--- config.mk ---
export PLATFORM = sky130hd
export DESIGN_NAME = seq_mult_param
export DESIGN_NICKNAME = d
export VERILOG_FILES = /design/src/rtl/mult_pkg.sv /design/src/rtl/mult_pp_gen.sv /design/src/rtl/seq_mult_param.sv
export SDC_FILE = /design/constraint.sdc
export NUM_CORES = 1
export LEC_CHECK = 0
export ABC_AREA = 0
export CORE_UTILIZATION = 56
export DETAILED_ROUTE_END_ITERATION = 6
export PLACE_DENSITY = 0.78
export SETUP_SLACK_MARGIN = 0.05
export SLEW_MARGIN = 20
export SYNTH_ARGS = -nofsm -noshare
export SYNTH_HDL_FRONTEND = slang
export SYNTH_SLANG_ARGS = --single-unit
--- constraint.sdc ---
create_clock -name clk -period 3.7 [get_ports clk]
set_input_delay 0.74 -clock clk [delete_from_list [all_inputs] [get_ports clk]]
set_output_delay 0.74 -clock clk [all_outputs]
set_load 0.02 [all_outputs]
--- src/rtl/mult_pkg.sv ---
// Shared types and helpers for the parametrised shift-add multiplier.
package mult_pkg;

    typedef enum logic [1:0] {
        StIdle,
        StRun,
        StDone
    } state_e;

    // Number of shift-add steps for a given operand width and digit size.
    function automatic int unsigned iter_count(int unsigned width, int unsigned bpc);
        return width / bpc;
    endfunction

    // Magnitude of a 32-bit two's-complement value; -2^31 maps to 2^31 unsigned.
    function automatic logic [31:0] abs_val(logic [31:0] v);
        return v[31] ? (~v + 32'd1) : v;
    endfunction

endpackage

--- src/rtl/mult_pp_gen.sv ---
// Partial-product generator: BPC-bit multiplier digit times WIDTH-bit multiplicand.
// Kept as its own block so the digit network can be replaced without touching the datapath.
module mult_pp_gen #(
    parameter int unsigned WIDTH = 8,
    parameter int unsigned BPC   = 1
) (
    input  logic [BPC-1:0]       digit,
    input  logic [WIDTH-1:0]     mcand,
    output logic [WIDTH+BPC-1:0] pp
);

    // Sum of the multiplicand shifted by each set digit bit.
    always_comb begin
        pp = '0;
        for (int i = 0; i < BPC; i++) begin
            if (digit[i]) begin
                pp = pp + ((WIDTH + BPC)'(mcand) << i);
            end
        end
    end

endmodule

--- src/rtl/seq_mult_param.sv ---
// Iterative shift-add multiplier, BPC multiplier bits per cycle, unsigned or signed operands.
// Signed operands are reduced to magnitudes on capture; the sign is reapplied to the final sum.
module seq_mult_param
    import mult_pkg::*;
#(
    parameter int unsigned WIDTH = 8,
    parameter int unsigned BPC   = 1
) (
    input  logic                 clk,
    input  logic                 rst,
    input  logic                 in_valid,
    output logic                 in_ready,
    input  logic                 signed_mode,
    input  logic [WIDTH-1:0]     A,
    input  logic [WIDTH-1:0]     B,
    output logic                 out_valid,
    input  logic                 out_ready,
    output logic [2*WIDTH-1:0]   P
);

    localparam int unsigned ITER = iter_count(WIDTH, BPC);
    localparam int unsigned CW   = (ITER > 1) ? $clog2(ITER) : 1;

    if (WIDTH < 2 || WIDTH > 32 || (BPC != 1 && BPC != 2) || (WIDTH % BPC) != 0) begin : g_bad_params
        $error("seq_mult_param: illegal WIDTH/BPC combination");
    end

    state_e                 state;
    logic [CW-1:0]          cnt;
    logic [WIDTH-1:0]       mcand;
    logic [WIDTH-1:0]       mplr;
    logic [2*WIDTH-1:0]     acc;
    logic                   neg;

    logic [31:0]            a_abs;
    logic [31:0]            b_abs;
    logic [WIDTH-1:0]       a_cap;
    logic [WIDTH-1:0]       b_cap;
    logic [WIDTH+BPC-1:0]   pp;
    logic [2*WIDTH+BPC-1:0] sum;
    logic [2*WIDTH-1:0]     acc_step;

    // Operand conditioning: magnitudes in signed mode, raw bits otherwise.
    always_comb begin
        a_abs = abs_val(32'($signed(A)));
        b_abs = abs_val(32'($signed(B)));
        a_cap = signed_mode ? a_abs[WIDTH-1:0] : A;
        b_cap = signed_mode ? b_abs[WIDTH-1:0] : B;
    end

    mult_pp_gen #(
        .WIDTH(WIDTH),
        .BPC  (BPC)
    ) u_pp_gen (
        .digit(mplr[BPC-1:0]),
        .mcand(mcand),
        .pp   (pp)
    );

    // Add the digit product into the top half, then shift right by one digit.
    // The bits shifted out are always zero, so the step is exact.
    always_comb begin
        sum      = {{BPC{1'b0}}, acc} + {pp, {WIDTH{1'b0}}};
        acc_step = sum[2*WIDTH+BPC-1:BPC];
    end

    logic unused_sum_lo;
    assign unused_sum_lo = ^sum[BPC-1:0];

    if (WIDTH < 32) begin : g_abs_hi
        logic unused_abs_hi;
        assign unused_abs_hi = ^{a_abs[31:WIDTH], b_abs[31:WIDTH]};
    end

    // Control FSM, datapath registers and registered handshake outputs.
    always_ff @(posedge clk) begin
        if (rst) begin
            state     <= StIdle;
            in_ready  <= 1'b1;
            out_valid <= 1'b0;
            P         <= '0;
            cnt       <= '0;
            acc       <= '0;
            mcand     <= '0;
            mplr      <= '0;
            neg       <= 1'b0;
        end else begin
            case (state)
                StIdle: begin
                    if (in_valid && in_ready) begin
                        mcand    <= a_cap;
                        mplr     <= b_cap;
                        neg      <= signed_mode & (A[WIDTH-1] ^ B[WIDTH-1]);
                        acc      <= '0;
                        cnt      <= '0;
                        in_ready <= 1'b0;
                        state    <= StRun;
                    end
                end
                StRun: begin
                    acc  <= acc_step;
                    mplr <= mplr >> BPC;
                    cnt  <= cnt + 1'b1;
                    if (cnt == CW'(ITER - 1)) begin
                        // Negating zero yields zero, so no negative-zero result.
                        P         <= neg ? -acc_step : acc_step;
                        out_valid <= 1'b1;
                        state     <= StDone;
                    end
                end
                StDone: begin
                    if (out_ready) begin
                        out_valid <= 1'b0;
                        in_ready  <= 1'b1;
                        state     <= StIdle;
                    end
                end
                default: state <= StIdle;
            endcase
        end
    end

endmodule
Word level (Yosys, flattened, before mapping)
Index checks and enable logic that the tools add are counted.

word-level totals
  flip-flop bits (word level) = 56
  bits in latches = 0
  RAM bits = 0
  bits in read-only memories = 0
  bits of input ports = 21
  output and inout bits = 18
  word-level logic and storage cells = 57
  memories kept = 0

cells by class
  $add $sub $neg = 5
  multipliers = 0
  div/mod/pow operators = 0
  magnitude comparators = 0
  eq/ne operators = 6
  shift-type cells = 0
  multiplexer cells = 22
  bitwise operators = 4
  reductions and logical operators = 11

operator list
  kind                   count
  $mux W8                6
  $mux W16               2
  $pmux W16 S2           1
  $add A16 B17 Y17       1
  $add A8 B1 Y8 const B  2
  $neg A16 Y16           1
  $not A8 Y8             2
  $pmux W8 S2            1
  $reduce_and A3 Y1      3
  $mux W2                3
  $ne A2 B2 Y1 const B   3
  $pmux W2 S3            1
  $pmux W3 S2            1
  $reduce_and A2 Y1      3
  $reduce_bool A2 Y1     3
  $mux W1                4
  $pmux W1 S2            2
  $add A3 B1 Y3 const B  1
  $eq A3 B3 Y1 const B   1
  $mux W3                1
  $eq A2 B1 Y1 const B   1
  $eq A2 B2 Y1 const B   1
  $logic_not A2 Y1       1
  $and A1 B1 Y1          1
  other kinds (2)        2

Logic depth before layout (Yosys ltp)
  word-level depth = 6
  mapped depth = 9

Cells and area by module
Synthesis repeated with hierarchy kept, for this count alone.

second synthesis, totals
  cells, all modules = 369
  area, all modules = 3001.6 um2

by module, submodules not included
  module          times used  cells each  area each (um2)
  seq_mult_param  1           359         2940.3
  mult_pp_gen     1           10          61.3

Least setup slack after synthesis
Ideal clock, no wire load.

  kind = reg2reg
  start point = reg mplr[0]
  end point = reg P[15]
  setup time = 0.131 ns
  arrival = 2.449 ns
  required time = 3.569 ns
  slack = 1.121 ns
  cell stages (with the launch flop) = 10
  path buffers = 0
  clock period less this slack = 2.579 ns
  cells stage by stage = dfxtp_1 > and2_1 > ha_1 > fa_1 > or4_4 > nor2_2 > o2111ai_1 > nor4_2 > mux2i_1 > o32ai_2

on the way
  longest elaborated chain between the ends = 4

RTL lines
  item                    line                   source
  start, declared         seq_mult_param.sv:31   logic [WIDTH-1:0] mplr;
  start signal, assigned  seq_mult_param.sv:92   mplr <= b_cap;
  start signal, assigned  seq_mult_param.sv:102  mplr <= mplr >> BPC;
  $mux W8 *               mult_pp_gen.sv:16      if (digit[i]) begin
  $add A16 B17 Y17 *      seq_mult_param.sv:63   sum = {{BPC{1'b0}}, acc} + {pp, {WIDTH{1'b0}}};
  $neg A16 Y16            seq_mult_param.sv:106  P <= neg ? -acc_step : acc_step;
  $mux W16 *              seq_mult_param.sv:106
  end signal, assigned    seq_mult_param.sv:106
  end, declared           seq_mult_param.sv:18   output logic [2*WIDTH-1:0] P

Mark *: on every way between the ends. The rest lies on a longest branch, timed or not.
A chain may end at the register's enable or synchronous reset.

Worst setup path in the final report
Same ends and word-level chain as after synthesis.

==> out/metrics.yaml <==
power:
  total_power_uw: 1195
  peakVddDrop_mv: 0.1785
  p_per_area_nw_per_um2: 331.5
  cellLeakagePower_uw: 0.001322
synthesis:
  synth_flop_cell: "dfxtp_1"
  synth_area_per_cell_um2: 8.172
  synthCells: 380
  yosys.area.top_type: "dfxtp_1"
  ys_warn_count: 0
  netlist_area_um2: 3105
  synth_top_area_share: 0.3546
  async_reset_ff_frac: 0
  yosysUniqueCellTypes: 60
  syn_nets: 415
  synth_edf_count: 0
  synthTopCellsByArea: "dfxtp_1, nor2_1, a21oi_1"
  ys_ff_latch: 55
  ys_seq_area_frac: 0.3546
sta:
  fmax_mhz: 349.3
  tns_ps: 0
  fin_crit_sh: 0.7736
  final-max-slew-violation-count: 0
  rsz0062_at_grt: "no"
  setup_violations: 0
  worstMarginPinSlew_ps: 1049
  timing.slew.headroom: 0.3007
  clock-skew-final_ps: 6.251
  min_period_ps: 2863
  setup_slack_ps: 837.5
  hold_viol_final: 0
route:
  drt_iter0_drc: 155
  wl_per_cell_um: 13.52
  num_vias: 2765
  drt_drc_violations_left: 0
  ant_nets: 0
  wl_um: 6449
  via_per_inst: 5.797
  first_pass_iters: 4
global_route:
  overflow: 0
  grt_max_degree: 60
  grt_util_all_layers: 0.2346
  antenna_found_initial: 0
  grt_pass1_vias: 2515
  grt_pass1_wl_um: 11330
cells_and_area:
  nFillCells: 447
  layout.nets: 441
  drive_above_1_share: 0.07617
  antenna_cells: 0
  final_cell_mix: "dfxtp_1, nor2_1, nand2_1, a21oi_1, clkdlybuf4s50_1"
  final_common_cell: "dfxtp_1"
  area_delta_synth_final_pct: 16.04
clock_tree:
  htreeDepth: 2
  cts_resized: 0
  clk_path_buf_depth: 2
  cts_tree: "yes"
  cts_hold_buf: 0
  cts_made_buffers: 5
  root_buffer: "clkbuf_8"
  post-cts-setup-buffer-count: 0
  cts_sinks: 55
  clkTransAtPathRegs_ps: 100
  clk_latency_ps: 310
floorplan:
  die_area_um2: 5848
  io-pin-count: 39
  chipWidth_um: 76.47
  rows: 26
  chipHeight_um: 76.47
  initial_core_util: 0.5929
  core_um2: 5238
worst_setup_path:
  endpoint_kind: "flip-flop"
  worstSetupStartpointType: "flip-flop"
  cp_max_fo: 9
  worstReg2RegStart: "mplr[0]"
  critPathKind: "reg -> reg"
  startpoint: "mplr[0]"
  crit_required_ps: 3860
  cp.arrival_ps: 3020
worst_hold_path:
  worstHoldPathType: "reg -> reg"
  hp-start: "mcand[7]"
flow_run:
  cap_viol_max_count: 0
run_status:
  outcome: "completed"
placement:
  place.port_buffers: 38
  gp_congestion: 0.8541
  pre_cts_slack_ps: 850.8
  dp.final_hpwl_um: 4663
[cell families after synthesis]
group,after synthesis,synth area share
compound gates,103,0.2373
mux,2,0.006447
fa+ha+maj,14,0.05883
xor+xnor,23,0.06729
buf+inv,30,0.04190
flops,55,0.3546
simple gates,153,0.2337
[cell type report]
cell class | count | area (µm²) | area share
repair buffers | 40 | 390.4 | 0.1083
flip-flops and latches | 55 | 1101 | 0.3056
multi-input cells | 295 | 1874 | 0.5201
inverters | 9 | 33.78 | 0.009375
clock buffers | 5 | 68.82 | 0.01910
clock inverters | 3 | 47.55 | 0.01319
well taps | 70 | 87.58 | 0.02431
[cells in the mapped netlist (3+ instances only)]
library cell,number
a211oi_1,18
a21oi_1,38
a221oi_1,6
a22oi_1,4
and2_1,9
clkbuf_1,18
dfxtp_1,55
ha_1,13
inv_1,8
nand2_1,39
nand3_1,21
nand4_1,3
nor2_1,52
nor3_1,7
o21ai_0,8
o21bai_1,3
o31ai_1,3
xnor2_1,9
xor2_1,13
[registers in the layout, indices dropped and copies added (netlist names)]
signal	flops
mplr	8
neg	1
mcand	8
out_valid	1
in_ready	1
cnt	3
acc	15
P	16
state	2
[worst paths after layout]
path,end,slack [ps],cells past startpoint
max,P[15],840,9
min,mcand[7],460,2
max reg2reg,P[15],840,9
min reg2reg,mcand[7],460,2
[report_power, final]
group	total [µW]	internal, µW	switching, µW
combinational	161	66.7	94.4
sequential	625	610	14.5
clock	409	205	203
total	1190	882	312
[routing by layer]
| metal | vias to the layer above | track usage | share of wire |
|---|---|---|---|
| met5 | - | 0 | 0 |
| met4 | 0 | 0.09038 | 0.026 |
| met3 | 18 | 0.03353 | 0.038 |
| met2 | 70 | 0.3955 | 0.47 |
| met1 | 1264 | 0.3016 | 0.46 |
| li1 | 1413 | - | - |
[critical path, cell delays in order (launching register included)]
cell and delay, ps:
dfxtp_1 420, and2_1 170, ha_1 240, fa_1 500, or4_4 520, nor2_2 110
o2111ai_1 170, nor4_2 210, mux2i_1 260, o32ai_2 100
[metrics by stage]
stage	hold slack, ps	utilization	std cells	area, µm²
2_1_floorplan	427.3	-	380	3105
4_1_cts	459.2	0.6880	477	3603
3_3_place_gp	437.7	0.6658	469	3487
6_report	457.8	0.6880	477	3603
5_1_grt	489.8	0.6880	477	3603
3_5_place_dp	445.5	0.6658	469	3487
Note: power is estimated with default switching activity, not from simulation.
